--- config.mk ---
export PLATFORM = sky130hd
export DESIGN_NAME = puf_challenge_sequencer
export DESIGN_NICKNAME = d
export VERILOG_FILES = /design/src/rtl/puf_challenge_sequencer_pkg.sv /design/src/rtl/puf_challenge_sequencer.sv
export SDC_FILE = /design/constraint.sdc
export NUM_CORES = 1
export LEC_CHECK = 0
export ABC_AREA = 1
export CAP_MARGIN = 20
export CORE_ASPECT_RATIO = 1.1
export CORE_MARGIN = 2
export CORE_UTILIZATION = 54
export CTS_CLUSTER_DIAMETER = 120
export CTS_CLUSTER_SIZE = 14
export DETAILED_ROUTE_END_ITERATION = 10
export PLACE_DENSITY = 0.83
export SETUP_SLACK_MARGIN = 0.3
export SLEW_MARGIN = 15
export SYNTH_ARGS = -nofsm -noshare
export SYNTH_HDL_FRONTEND = slang
export SYNTH_SLANG_ARGS = --single-unit
--- constraint.sdc ---
create_clock -name clk -period 1.9 [get_ports clk]
set_input_delay 0.285 -clock clk [delete_from_list [all_inputs] [get_ports clk]]
set_output_delay 0.285 -clock clk [all_outputs]
set_load 0.1 [all_outputs]
--- src/rtl/puf_challenge_sequencer_pkg.sv ---
// Shared types and widths for the PUF challenge sequencer.
package puf_pkg;
  localparam int CHAL_W = 8;
  localparam int RESP_W = 8;

  typedef enum logic [2:0] {
    IDLE   = 3'd0,
    LOAD   = 3'd1,
    SETTLE = 3'd2,
    SAMPLE = 3'd3,
    STEP   = 3'd4,
    EMIT   = 3'd5,
    FINISH = 3'd6
  } state_t;
endpackage

--- src/rtl/puf_challenge_sequencer.sv ---
// Walks an external up_counter through NUM_CHAL challenges, lets the PUF settle on each,
// and packs eight response bits per word onto a valid/ready output.
module puf_challenge_sequencer
  import puf_pkg::*;
#(
  parameter int SETTLE_CYCLES = 16,
  parameter int NUM_CHAL      = 64
) (
  input  logic              clk,
  input  logic              reset,
  input  logic              start,
  input  logic [CHAL_W-1:0] seed,
  output logic              cnt_reset,
  output logic              cnt_enable,
  output logic [CHAL_W-1:0] cnt_start,
  input  logic [CHAL_W-1:0] challenge,
  input  logic              puf_resp,
  output logic [RESP_W-1:0] resp_data,
  output logic [CHAL_W-1:0] resp_tag,
  output logic              resp_valid,
  input  logic              resp_ready,
  output logic              busy,
  output logic              done
);
  localparam logic [7:0] SETTLE_LOAD = 8'(SETTLE_CYCLES - 1);
  localparam logic [8:0] LAST_CHAL   = 9'(NUM_CHAL);

  state_t     state;
  logic [7:0] timer;
  logic [2:0] bit_idx;
  logic [8:0] chal_cnt;   // 9 bits so a 256-challenge run can reach its terminal count

  always_ff @(posedge clk or negedge reset) begin
    if (!reset) begin
      state     <= IDLE;
      timer     <= '0;
      bit_idx   <= '0;
      chal_cnt  <= '0;
      cnt_start <= '0;
      resp_data <= '0;
      resp_tag  <= '0;
    end else begin
      case (state)
        IDLE: if (start) begin
          cnt_start <= seed;
          chal_cnt  <= '0;
          bit_idx   <= '0;
          state     <= LOAD;
        end
        LOAD: begin
          timer <= SETTLE_LOAD;
          state <= SETTLE;
        end
        SETTLE: begin
          if (timer == 8'd0) state <= SAMPLE;
          else               timer <= timer - 8'd1;
        end
        SAMPLE: begin
          resp_data[bit_idx] <= puf_resp;
          if (bit_idx == 3'd0) resp_tag <= challenge;
          chal_cnt <= chal_cnt + 9'd1;
          bit_idx  <= bit_idx + 3'd1;
          state    <= (bit_idx == 3'd7) ? EMIT : STEP;
        end
        STEP: begin
          timer <= SETTLE_LOAD;
          state <= SETTLE;
        end
        // word is frozen here; the counter only moves again after the handshake
        EMIT: if (resp_ready) state <= (chal_cnt == LAST_CHAL) ? FINISH : STEP;
        FINISH: state <= IDLE;
        default: state <= IDLE;
      endcase
    end
  end

  assign cnt_reset  = (state == LOAD);
  assign cnt_enable = (state == STEP);
  assign resp_valid = (state == EMIT);
  assign busy       = (state != IDLE);
  assign done       = (state == FINISH);
endmodule

Word level (Yosys, flattened, before mapping)
Cells that the tools add are included.

RAM bits: 0. Logic and storage cells: 52. Bits of input ports: 21. Register bits after elaboration: 47. Memories: 0. ROM bits: 0. Latch bits: 0. Output and inout port bits: 29.

Reduce and logical (&&, ||, !) cells: 13. Shifts and indexed selects: 0. Order comparisons: 2. Eq/ne operators: 12. Multipliers: 0. Bitwise logic cells: 0. Muxes and demuxes: 15. Divide/modulo/power cells: 0. Add/sub/neg operators: 3.

Operator list (count): $pmux W9 S2 (1); $pmux W8 S2 (1); $pmux W3 S5 (1); $eq A3 B3 Y1 const B (4); $mux W3 (4); $add A9 B1 Y9 const B (1); $eq A9 B7 Y1 const B (1); $mux W9 (1); $bwmux W8 (1); $logic_not A8 Y1 (1); $mux W8 (1); $reduce_and A2 Y1 (4); $sub A8 B1 Y8 const B (1); $eq A3 B2 Y1 const B (2); $logic_not A3 Y1 (2); $ne A2 B2 Y1 const B (3); $pmux W3 S2 (1); $lt A3 B4 Y1 const B (1); $reduce_bool A2 Y1 (2); $add A3 B1 Y3 const B (1); $demux W1 S3 (1); $eq A3 B1 Y1 const B (1); $ge A3 B1 Y1 const B (1); $reduce_and A3 Y1 (1); other kinds (6) (7).

Longest topological paths before layout
Depth after elaboration: 5. Depth in mapped cells: 8. Gate-level depth less buffers: 8.

Worst setup path before layout
OpenSTA, ideal clock, no wires.

Path type: register to output. Start point: reg state[2]. End point: out done. Buffers on the path: 0. Arrival time: 2542 ps. Slack: -927 ps. Data required time: 1615 ps. Stages on the path, launching flop included: 3. Path through: dfrtp_1 inv_1 nor3_1.

Cells in the longest elaborated chain, start to end: 1.

RTL lines: start: declaration (line puf_challenge_sequencer.sv:28) `state_t state;`; start signal: assignment (line puf_challenge_sequencer.sv:63) `state <= (bit_idx == 3'd7) ? EMIT : STEP;`; start signal: assignment (line puf_challenge_sequencer.sv:70) `EMIT: if (resp_ready) state <= (chal_cnt == LAST_CHAL) ? FINISH : STEP;`; $eq A3 B3 Y1 (line puf_challenge_sequencer.sv:81) `assign done = (state == FINISH);`; end: declaration (line puf_challenge_sequencer.sv:23) `output logic done`.

Every way passes these cells.

Worst setup path in the final report
Start point: reg state[0]. End point: out cnt_enable.

Cells in the longest elaborated chain, start to end: 1.

RTL lines: $eq A3 B3 Y1 (line puf_challenge_sequencer.sv:78) `assign cnt_enable = (state == STEP);`; end: declaration (line puf_challenge_sequencer.sv:14) `output logic cnt_enable,`.

Every way passes these cells.

==> qor.csv <==
metric,value,unit
status,completed,
setup-violations-final,0,
drc_errors,0,
grt_pass1_vias,1955,
finalHoldViolations,0,
layout.cells.most_common_list,"nand2_1, dfrtp_1, inv_1",
ys_seq_elements,47,
clock_latency,0.30,ns
hold_path.class,input pin to asynchronous set/reset pin,
area_growth,31.1,%
viasPerCell,5.02,
dieArea,4880,µm²
io_pins,50,
slew_headroom,67.0,%
dp_hpwl,3.66,mm
start_kind,flip-flop,
yosys.area_share.adder,3.74,%
antenna_found_initial,0,
synth_compound_area_share,10.8,%
wire_per_inst,12.1,µm
syn_inst,289,
rsz0062_at_grt,true,
synth-xor-area-share,1.12,%
place.gp.congestion,0.835,
initial_utilization,55.4,%
nNetsFinal,376,
cp.required,1.62,ns
synth-simple-area-share,25.4,%
cts_num_sinks,47,
grt_start_max_net_pins,28,
endpoint_kind,output pin,
multiInputGateArea,998,µm²
wirelength,4.86,mm
die_h,73.1,µm
ant_nets,0,
grt_pass1_wl,8.58,mm
synthDistinctLibCells,24,
setup-tns-final,0,ns
firstDrtPassIters,4,
arrival,1.29,ns
cts-htree-levels,2,
cts_buffers,5,
synthMuxAreaShare,0,%
cts_tree,yes,
synth_top_family_by_area,simple AND/OR/NAND/NOR gates,
final_common_cell,nand2_1,
slew_violations,0,
drive_above_1_share,19.2,%
place_area,2910,µm²
final_area,3070,µm²
max_cap_violations,0,
path_class,flip-flop to output pin,
ys_seq_area_share,50.2,%
antenna_cells,0,
io_buffer_count,49,
yosysWarnings,0,
crit_fanout,6,
row_count,25,
finalClockSkew,0.00728,ns
syn_area,2340,µm²
grt_use_total,23.2,%
register_area,1180,µm²
die_w,66.8,µm
fillers,328,
syn_area_per_cell,8.10,µm²
finalCritPeriodShare,83.1,%
drt-initial-drc-count,106,
fmax,0.633,GHz
clk_path_buf_depth,2,
path_clk_slew,0.08,ns
via_count,2025,
clockRootBuffer,clkbuf_8,
syn_nets,317,
period_needed,1.58,ns
tightest_slew,0.495,ns
coreArea,4220,µm²
overflow,0,
==> state kept, by name, indices dropped and copies added (netlist names) <==
| name | flops |
|---|---|
| cnt_start | 8 |
| resp_data | 8 |
| timer | 8 |
| bit_idx | 3 |
| state | 3 |
| resp_tag | 8 |
| chal_cnt | 9 |
==> synth_stat cells (all sizes together) <==
cell,number,share of area (%)
nand2,84,14
dfrtp,47,50
inv,47,7.5
o21ai,27,5.8
nor2,25,4.9
nand3,18,4.9
a21oi,9,1.9
a31oi,8,2.1
ha,7,3.7
nand4,5,1.3
buf,3,1.1
nor3,3,0.64
xor2,2,0.75
a22oi,1,0.32
o21a,1,0.32
o21bai,1,0.32
xnor2,1,0.37
==> kinds of logic (layout without fill, tap and decap cells) <==
family,Yosys count,in the layout
buffers and inverters,50,110
DFF,47,47
and+or+nand+nor,135,135
adders and majority gates,7,7
AOI/OAI and AO/OA,47,47
xor gates and xnor gates,3,3
==> cell type report <==
type,count,share of cell area [%]
clock inverters,1,0.245
multi-input cells,192,32.5
well taps,54,2.20
inverters,47,5.99
flip-flops and latches,47,38.4
repair buffers,55,17.4
clock buffers,7,3.14
==> critical path: stages, from the launching register on <==
cell and delay (ns):
dfrtp_2 0.48, nor2_4 0.17, nand2_1 0.10, inv_2 0.08, buf_12 0.16
==> layer usage <==
layer | GRT usage (%) | routed length, µm | up-vias
met5 | 0 | 0 | -
met4 | 6.58 | 57 | 0
met3 | 6.02 | 280 | 6
met2 | 39.2 | 2370 | 60
met1 | 29.5 | 2150 | 919
li1 | - | - | 1040
==> worst paths after layout <==
| kind | slack [ns] | depth (start not counted) | end | start |
|---|---|---|---|---|
| hold / removal | 0.48 | 2 | timer[5] | reset |
| max in group asynchronous | 0.93 | 3 | resp_tag[5] | reset |
| hold reg to reg | 0.48 | 2 | cnt_start[5] | cnt_start[5] |
| min in group clk | 0.48 | 2 | cnt_start[5] | cnt_start[5] |
| setup / recovery | 0.32 | 4 | cnt_enable | state[0] |
| setup reg to reg | 0.43 | 8 | timer[3] | state[0] |
==> stage by stage <==
stage / instances / setup slack (ns) / hold slack [ns] / util, %
2_1_floorplan: 289 / 0.216 / -0.0106 / -
3_3_place_gp: 391 / 0.357 / 0.281 / 69.0
3_5_place_dp: 391 / 0.266 / 0.281 / 69.0
4_1_cts: 400 / 0.242 / 0.481 / 71.9
5_1_grt: 403 / 0.256 / 0.511 / 72.7
6_report: 403 / 0.321 / 0.475 / 72.7
==> timing repair <==
| item | 4_1_cts | 5_1_grt |
|---|---|---|
| setup buffers | 0 | 3 |
| setup endpoints to repair | 8 | 17 |
| hold buffers | 1 | 0 |
| gates resized for setup | 5 | 8 |
| endpoints found under the hold margin | 20 | 0 |
| cloned | 0 | 0 |
| pin swaps | 0 | 1 |
Power is not shown: default switching activity piles up to over one toggle a cycle in this logic, so the estimate is an artifact.
